--- src/rtl/rpn_calc_core.sv ---
// rpn_calc_core: RPN calculator core with decimal entry, operand stack and ALU.
// Define RPN_CALC_MUL_EN to enable the iterative shift-add multiply (opcode 6).
module rpn_calc_core #(
    parameter int WIDTH = 9,
    parameter int DEPTH = 4
) (
    input  logic                       hwclk,
    input  logic                       reset,
    input  logic                       digit_vld,
    input  logic [3:0]                 digit,
    input  logic                       enter,
    input  logic                       op_vld,
    input  logic [2:0]                 opcode,
    input  logic                       clear,
    output logic                       busy,
    output logic                       result_ready,
    output logic [WIDTH-1:0]           disp,
    output logic                       sign,
    output logic                       ovf,
    output logic                       err,
    output logic [$clog2(DEPTH+1)-1:0] depth
);
    localparam int DW = $clog2(DEPTH + 1);
    localparam int IW = $clog2(DEPTH);
    localparam logic [WIDTH-1:0] SMAX = {1'b0, {(WIDTH-1){1'b1}}};
    localparam logic [WIDTH-1:0] SMIN = {1'b1, {(WIDTH-1){1'b0}}};

    localparam logic [2:0] OP_ADD  = 3'd0;
    localparam logic [2:0] OP_SUB  = 3'd1;
    localparam logic [2:0] OP_AND  = 3'd2;
    localparam logic [2:0] OP_OR   = 3'd3;
    localparam logic [2:0] OP_XOR  = 3'd4;
    localparam logic [2:0] OP_NEG  = 3'd5;
    localparam logic [2:0] OP_DROP = 3'd7;

`ifdef RPN_CALC_MUL_EN
    localparam int CW = $clog2(WIDTH);
    localparam logic [2:0] OP_MUL = 3'd6;
    typedef enum logic [2:0] {IDLE, ENTRY, PUSH, EXEC, MUL} state_t;
`else
    typedef enum logic [2:0] {IDLE, ENTRY, PUSH, EXEC} state_t;
`endif

    state_t           state_q, state_d;
    logic [WIDTH-1:0] stk [DEPTH];
    logic [DW-1:0]    dep_q;
    logic [WIDTH-1:0] entry_q;
    logic [2:0]       op_q;

    logic             act_clr, act_op, act_enter, act_digit;
    logic [IW-1:0]    i0, i1, i2;
    logic [WIDTH-1:0] top, nxt, dval;
    logic [WIDTH+3:0] ent_nxt;
    logic             ent_ovf;
    logic             do_push, full;
    logic [WIDTH-1:0] push_val;
    logic [WIDTH-1:0] alu_r;
    logic             alu_ovf, alu_bin, alu_ill, alu_ok;

`ifdef RPN_CALC_MUL_EN
    assign busy = (state_q == PUSH) || (state_q == EXEC) || (state_q == MUL);
`else
    assign busy = (state_q == PUSH) || (state_q == EXEC);
`endif

    always_comb begin
        act_clr   = 1'b0;
        act_op    = 1'b0;
        act_enter = 1'b0;
        act_digit = 1'b0;
        priority case (1'b1)
            clear:     act_clr   = 1'b1;
            busy:      ;
            op_vld:    act_op    = 1'b1;
            enter:     act_enter = 1'b1;
            digit_vld: act_digit = (digit <= 4'd9);
            default:   ;
        endcase
    end

    assign i0  = IW'(dep_q);
    assign i1  = IW'(dep_q - DW'(1));
    assign i2  = IW'(dep_q - DW'(2));
    assign top = (dep_q != '0) ? stk[i1] : '0;
    assign nxt = (dep_q > DW'(1)) ? stk[i2] : '0;
    assign full = (dep_q == DW'(DEPTH));

    assign ent_nxt = {4'd0, entry_q} * (WIDTH+4)'(10) + (WIDTH+4)'(digit);
    assign ent_ovf = ent_nxt > {4'd0, SMAX};

    assign do_push  = act_enter || (state_q == PUSH);
    assign push_val = (state_q == IDLE) ? top : entry_q;

    always_comb begin
        alu_r   = '0;
        alu_ovf = 1'b0;
        alu_bin = 1'b1;
        alu_ill = 1'b0;
        case (op_q)
            OP_ADD: begin
                alu_r   = nxt + top;
                alu_ovf = (nxt[WIDTH-1] == top[WIDTH-1]) &&
                          (alu_r[WIDTH-1] != nxt[WIDTH-1]);
            end
            OP_SUB: begin
                alu_r   = nxt - top;
                alu_ovf = (nxt[WIDTH-1] != top[WIDTH-1]) &&
                          (alu_r[WIDTH-1] != nxt[WIDTH-1]);
            end
            OP_AND: alu_r = nxt & top;
            OP_OR:  alu_r = nxt | top;
            OP_XOR: alu_r = nxt ^ top;
            OP_NEG: begin
                alu_bin = 1'b0;
                alu_r   = -top;
                alu_ovf = (top == SMIN);
            end
            OP_DROP: alu_bin = 1'b0;
            default: alu_ill = 1'b1;
        endcase
        alu_ok = !alu_ill &&
                 (alu_bin ? (dep_q >= DW'(2)) : (dep_q != '0));
    end

`ifdef RPN_CALC_MUL_EN
    logic [CW-1:0]        cnt_q;
    logic [2*WIDTH-1:0]   acc_q, acc_nxt, prod_s;
    logic [WIDTH-1:0]     mag_a, mag_b;
    logic                 mul_ovf, mul_last, mul_short;

    // Sign-magnitude shift-add; operands stay on the stack while iterating.
    assign mag_a     = nxt[WIDTH-1] ? -nxt : nxt;
    assign mag_b     = top[WIDTH-1] ? -top : top;
    assign acc_nxt   = acc_q + (mag_b[cnt_q] ?
                       ({{WIDTH{1'b0}}, mag_a} << cnt_q) : '0);
    assign prod_s    = (nxt[WIDTH-1] ^ top[WIDTH-1]) ? -acc_nxt : acc_nxt;
    assign mul_ovf   = !((&prod_s[2*WIDTH-1:WIDTH-1]) ||
                         !(|prod_s[2*WIDTH-1:WIDTH-1]));
    assign mul_last  = (cnt_q == CW'(WIDTH-1));
    assign mul_short = (cnt_q == '0) && (dep_q < DW'(2));

    always_ff @(posedge hwclk or posedge reset) begin
        if (reset) begin
            cnt_q <= '0;
            acc_q <= '0;
        end else if (act_clr || state_q != MUL) begin
            cnt_q <= '0;
            acc_q <= '0;
        end else begin
            cnt_q <= cnt_q + CW'(1);
            acc_q <= acc_nxt;
        end
    end
`endif

    function automatic state_t dispatch(input logic [2:0] op);
`ifdef RPN_CALC_MUL_EN
        return (op == OP_MUL) ? MUL : EXEC;
`else
        return (op == 3'd6) ? EXEC : EXEC;
`endif
    endfunction

    always_ff @(posedge hwclk or posedge reset) begin
        if (reset) state_q <= IDLE;
        else       state_q <= state_d;
    end

    always_comb begin
        state_d = state_q;
        case (state_q)
            IDLE: begin
                if (act_op)         state_d = dispatch(opcode);
                else if (act_digit) state_d = ENTRY;
            end
            ENTRY: begin
                if (act_op)         state_d = PUSH;
                else if (act_enter) state_d = IDLE;
            end
            PUSH: state_d = dispatch(op_q);
            EXEC: state_d = IDLE;
`ifdef RPN_CALC_MUL_EN
            MUL: if (mul_short || mul_last) state_d = IDLE;
`endif
            default: state_d = IDLE;
        endcase
        if (act_clr) state_d = IDLE;
    end

    always_ff @(posedge hwclk or posedge reset) begin
        if (reset) begin
            for (int i = 0; i < DEPTH; i++) stk[i] <= '0;
            dep_q        <= '0;
            entry_q      <= '0;
            op_q         <= '0;
            ovf          <= 1'b0;
            err          <= 1'b0;
            result_ready <= 1'b0;
        end else if (act_clr) begin
            for (int i = 0; i < DEPTH; i++) stk[i] <= '0;
            dep_q        <= '0;
            entry_q      <= '0;
            ovf          <= 1'b0;
            err          <= 1'b0;
            result_ready <= 1'b0;
        end else begin
            result_ready <= 1'b0;
            if (act_op) op_q <= opcode;
            if (act_digit) begin
                if (ent_ovf) ovf     <= 1'b1;
                else         entry_q <= ent_nxt[WIDTH-1:0];
            end
            if (do_push) begin
                if (full) begin
                    err <= 1'b1;
                end else begin
                    stk[i0] <= push_val;
                    dep_q   <= dep_q + DW'(1);
                end
                if (state_q != IDLE) entry_q <= '0;
            end
            if (state_q == EXEC) begin
                if (!alu_ok) begin
                    err <= 1'b1;
                end else begin
                    result_ready <= 1'b1;
                    ovf          <= ovf | alu_ovf;
                    if (alu_bin) begin
                        stk[i2] <= alu_r;
                        dep_q   <= dep_q - DW'(1);
                    end else if (op_q == OP_DROP) begin
                        dep_q   <= dep_q - DW'(1);
                    end else begin
                        stk[i1] <= alu_r;
                    end
                end
            end
`ifdef RPN_CALC_MUL_EN
            if (state_q == MUL) begin
                if (mul_short) begin
                    err <= 1'b1;
                end else if (mul_last) begin
                    result_ready <= 1'b1;
                    ovf          <= ovf | mul_ovf;
                    stk[i2]      <= prod_s[WIDTH-1:0];
                    dep_q        <= dep_q - DW'(1);
                end
            end
`endif
        end
    end

    always_comb begin
        dval  = (state_q == ENTRY) ? entry_q : top;
        sign  = dval[WIDTH-1];
        disp  = sign ? -dval : dval;
        depth = dep_q;
    end
endmodule

--- config.mk ---
export PLATFORM = sky130hd
export DESIGN_NAME = rpn_calc_core
export DESIGN_NICKNAME = d
export VERILOG_FILES = /design/src/rtl/rpn_calc_core.sv
export SDC_FILE = /design/constraint.sdc
export NUM_CORES = 1
export LEC_CHECK = 0
export ABC_AREA = 1
export BUFFER_PORTS_ARGS = -buffer_cell sky130_fd_sc_hd__buf_2
export CORE_MARGIN = 2
export CORE_UTILIZATION = 45
export DETAILED_ROUTE_END_ITERATION = 12
export GPL_TIMING_DRIVEN = 0
export PLACE_DENSITY = 0.62
export RECOVER_POWER = 50
export SYNTH_ARGS = -nofsm -noshare
export SYNTH_HDL_FRONTEND = slang
export SYNTH_SLANG_ARGS = --single-unit
export TNS_END_PERCENT = 100
--- constraint.sdc ---
create_clock -name hwclk -period 3.55 [get_ports hwclk]
set_input_delay 0 -clock hwclk [delete_from_list [all_inputs] [get_ports hwclk]]
set_output_delay 0 -clock hwclk [all_outputs]
set_load 0.005 [all_outputs]
* After elaboration in Yosys (flattened, before gate mapping)
Index checks and enable logic that the tools add are counted. Widths: inputs -> output; s select.
Cells by class: $add $sub $neg 8, bitwise operators 8, multiplexer cells 75, $mul 1, magnitude comparators 10, reduce and logical (&&, ||, !) cells 16, equal/unequal tests 17
Operators by type and width (number):
- $mux 36 | 8
- $mux 9 | 17
- $bwmux 36 | 3
- $demux 9 s2 | 3
- $pmux 9 s6 | 1
- $bmux 9 s2 | 2
- $mux 3 | 12
- $mux 1 | 27
- $neg 9->9 | 2
- $add 13x4->13 | 1
- $gt 13x8->1 const B | 1
- $eq 3x2->1 const B | 4
- $eq 3x3->1 const B | 4
- $mul 9x3->12 const B | 1
- $add 9x9->9 | 1
- $and 9x9->9 | 1
- $eq 9x9->1 const B | 1
- $ge 3x3->1 const B | 3
- $lt 3x1->1 const B | 3
- $not 2->3 | 3
- $or 9x9->9 | 1
- $pmux 3 s3 | 1
- $sub 9x9->9 | 1
- $xor 9x9->9 | 1
- 20 further kinds | 33
Word-level totals: word-level logic and storage cells 146, register bits after elaboration 57, input bits 13, output and inout port bits 17

* Depth between registers and ports, before layout
depth in word-level cells 17, depth in mapped cells 23, depth with buffers taken out 20

* Worst setup path after synthesis
No wires, ideal clock.
kind register to register, start point register dep_q[0], in the netlist depth[0], end point register stk[17] (netlist bit), buffers on the path 4, data arrival time 3269 ps, stages on the path, launching flop included 23, path slack 160 ps, clock period less this slack 3390 ps, required time 3429 ps, setup time 121 ps, cells stage by stage dfrtp_1 buf_6 inv_4 buf_6 clkbuf_1 ha_1 inv_2 nor2_8 inv_4 nand2_2 inv_1 ha_1 clkbuf_2 inv_1 a21oi_1 o21a_1 nand2_1 nand2_1 nand3_1 nor2_1 inv_1 a21oi_1 nor2_1
On the way: longest elaborated chain between the ends 17, elaborated cells on any way between the ends 53, those cells by class add/sub (5); order compare (8); eq/ne (1); mux (28); bitwise (6); reduce/logical (5)
Ends and longest elaborated chain:
- start, declared | RTL line 46 | logic [DW-1:0] dep_q;
- start signal, assigned | RTL line 218 | dep_q <= dep_q + DW'(1);
- start signal, assigned | RTL line 230 | dep_q <= dep_q - DW'(1);
- start signal, assigned | RTL line 232 | dep_q <= dep_q - DW'(1);
- parallel branches: the longest is 15 deep, another holds $neg 9->9
- $mux 36 (*) | RTL line 222 | if (state_q == EXEC) begin
- $mux 36 (*) | RTL line 199 | end else if (act_clr) begin
- end signal, assigned by index | RTL line 217 | stk[i0] <= push_val;
- end signal, assigned by index | RTL line 229 | stk[i2] <= alu_r;
- end signal, assigned by index | RTL line 234 | stk[i1] <= alu_r;
- end, declared | RTL line 45 | logic [WIDTH-1:0] stk [DEPTH];
Every way passes the cells marked *. The select of a mux whose other input is x is not followed. A chain may end at the register's enable or synchronous reset.

* Final worst setup path
start point register dep_q[0], in the netlist depth[0], end point register stk[34] (netlist bit)
Same word-level chain as after synthesis.

==> summary.txt <==
Status
  • Run status: finished with violations
  • Failing checks: capacitance limit, slew limit

Synth
  • Top-count cell post-synth: nand2_1
  • Cell variety after synth: 47
  • Avg Synthesized Cell Area: 6.741 µm²
  • Synth area leaders: dfrtp_1 22%, nand2_1 13%, ha_1 10%
  • Synth async-reset ratio: 100.0%
  • YS warnings: 0
  • Yosys reg bits: 56
  • Mapped Cells: 939
  • Synthesized cell area: 6330 µm²
  • Post-synth EDFFs: 0
  • Syn Nets: 1008
  • Commonest cells post-synth: 223 x nand2_1, 114 x inv_1, 106 x a21oi_1
  • Seq/Total Area, Yosys: 22.14%
  • Top cell type's share of synthesized area: 22.14%
  • Most used flip-flop cell after synthesis: dfrtp_1
  • Area leader, netlist: dfrtp_1

Route
  • Drt first pass iters: 5
  • ANT nets after route: 0
  • Wire per inst: 17.04 µm
  • Detailed Route Iter0 Violations: 529
  • Routed WL: 20120 µm
  • DR vias/cell: 5.517
  • # DRC: 0
  • Via count: 6516

Placed design
  • Placed cells: 1149
  • Placed cell area: 6720 µm²
  • PortBufs: 29
  • Routability congestion estimate: 0.9622
  • Pre-CTS WS: -930.0 ps
  • Final HPWL DP: 15190 µm

GRT
  • Total GRT Usage: 27.23%
  • Largest net degree at the start of global routing: 31
  • GRT Residual Overflow: 0
  • Initial antenna violation count: 0
  • First-pass GRT wire length: 31160 µm
  • Vias in the first global route: 5696

Setup path
  • WS Path Type: flop to flop
  • Arrival @ worst endpoint: 3580 ps
  • CP startpoint kind: flop
  • Crit. Startpoint: depth[0]
  • FF-to-FF Start: depth[0]
  • R2R Setup Slk: 160 ps
  • Worst EP required: 3750 ps
  • Crit path max fanout: 10
  • CP Capture Type: flop

Clock network
  • CTS root buffer: clkbuf_16
  • TritonCTS clock tree: done
  • Clk_lat worst skew: 310 ps
  • Clk slew on worst S/H paths: 80 ps
  • H-tree lvl count: 2
  • Clk buf depth: 2
  • Clock sinks: 56
  • Cts bufs inserted: 5

Finish
  • Diodes inserted: 0
  • Filler cells: 1401
  • Final core utilization: 52.35%
  • Register area: 1403 µm²
  • Area of the multi-input gates: 4352 µm²
  • Cell Count, Final, Fillers Out: 1181
  • Ratio of cells with drive above 1 in the final layout: 19.28%
  • Final Cell Area: 7238 µm²
  • Layout Area Growth over Synthesis: 14.35%
  • Nets@finish: 1069

Pwr
  • Total Power: 2.893 mW
  • Peak VDD IR: 0.0003148 V
  • PwrDens: 399.7 nW/µm²
  • Leak Pwr: 3.620 nW

Die
  • Rows: 43
  • Core area: 13830 µm²
  • Die area: 15030 µm²
  • Die Wd: 122.6 µm
  • Initial Util: 45.78%
  • Top Ports: 30
  • Die height: 122.6 µm

Worst hold path
  • HP Start: enter
  • Worst hold-check path type: input port to flop

Job
  • Max-cap viol count: 1

Timing
  • Setup Total Neg Slack: 0 ps
  • Final setup vio count: 0
  • Actual slew at the worst max-slew pin: 1772 ps
  • PnR worst setup slack: 164.4 ps
  • Slew Limit Fails: 31
  • Hold Fails Final Rpt: 0
  • Hold WS: 78.40 ps
  • Final Critical Period: 3386 ps
  • Final Skew: 12.01 ps
  • Tcrit/Tclk final: 95.37%
  • Fmax: 295.4 MHz
  • Slew headroom: -18.14%
[final cells by class]
cell class / count / area share, %
multi-input combinational: 721 / 60.12
tap: 180 / 3.111
clock inverter: 2 / 0.2074
timing repair buffer: 55 / 5.013
sequential: 56 / 19.38
clock buffer: 6 / 1.919
buffer: 26 / 2.904
inverter: 135 / 7.347
[logic make-up after synthesis]
family	synth area share, %
adder cells (fa/ha/maj)	11.54
flip-flops	22.14
AND/OR/NAND/NOR	30.34
buffers and inverters	11.19
AO/OA/AOI/OAI	22.71
XOR/XNOR	2.076
[state kept, by name, indices dropped and copies added, names as in the netlist]
name	count
depth	3
entry_q	9
err	1
op_q	3
ovf	1
result_ready	1
state_q	2
stk	36
[worst max-delay path, cell delays in order (launching register included)]
cell and delay, ps:
dfrtp_1 390, buf_6 150, buf_4 190, buf_2 220
a21oi_1 160, o21ai_0 110, a21oi_1 420, inv_1 90
ha_1 360, inv_1 230, o21bai_1 110, a21oi_1 150
nand3_1 90, nand3_1 90, nand2_1 60, inv_1 60
nand3_2 170, o21ai_1 180, inv_1 50
[power breakdown]
group          switching (mW)  internal (mW)  leakage [nW]
Combinational            1.08          0.556          2.79
Sequential             0.0374          0.674         0.763
Clock                   0.261          0.282        0.0691
[timing repair]
action | 4_1_cts | 5_1_grt
hold buffers | 6 | 0
gates resized for setup | 18 | 35
cloned | 0 | 1
pin swaps | 3 | 14
endpoints found under the hold margin | 31 | 0
buffers inserted | 4 | 14
endpoints found under the setup margin | 45 | 30
[layer usage]
layer	GRT usage [%]	up-vias	wire length, µm
met5	0	-	0
met4	8.836	0	560
met3	4.275	42	1220
met2	43.19	211	9100
met1	37.89	3032	9243
li1	-	3231	-
[final timing paths]
kind | to | cells after the start
setup / recovery | stk[34] | 18
hold / removal | state_q[0] | 4
setup reg to reg | stk[34] | 18
hold reg to reg | stk[27] | 2
max in group asynchronous | stk[1] | 4
min in group asynchronous | depth[0] | 3
[cell usage in the layout, fill, tap and decap left out, drive strengths merged]
| cell type | n |
|---|---|
| a211oi | 5 |
| a21o | 1 |
| a21oi | 113 |
| a31oi | 1 |
| and3 | 4 |
| buf | 61 |
| clkbuf | 20 |
| clkinv | 1 |
| clkinvlp | 3 |
| dfrtp | 56 |
| dlygate4sd3 | 6 |
| fa | 4 |
| ha | 52 |
| inv | 133 |
| nand2 | 246 |
| nand3 | 64 |
| nand3b | 1 |
| nand4 | 7 |
| nor2 | 74 |
| nor3 | 5 |
| nor3b | 1 |
| nor4 | 1 |
| o211ai | 21 |
| o21a | 4 |
| o21ai | 89 |
| o21bai | 2 |
| o221ai | 1 |
| o22ai | 8 |
| o32ai | 1 |
| or2 | 1 |
| xnor2 | 7 |
| xor2 | 8 |
(Power assumes the default switching activity.)
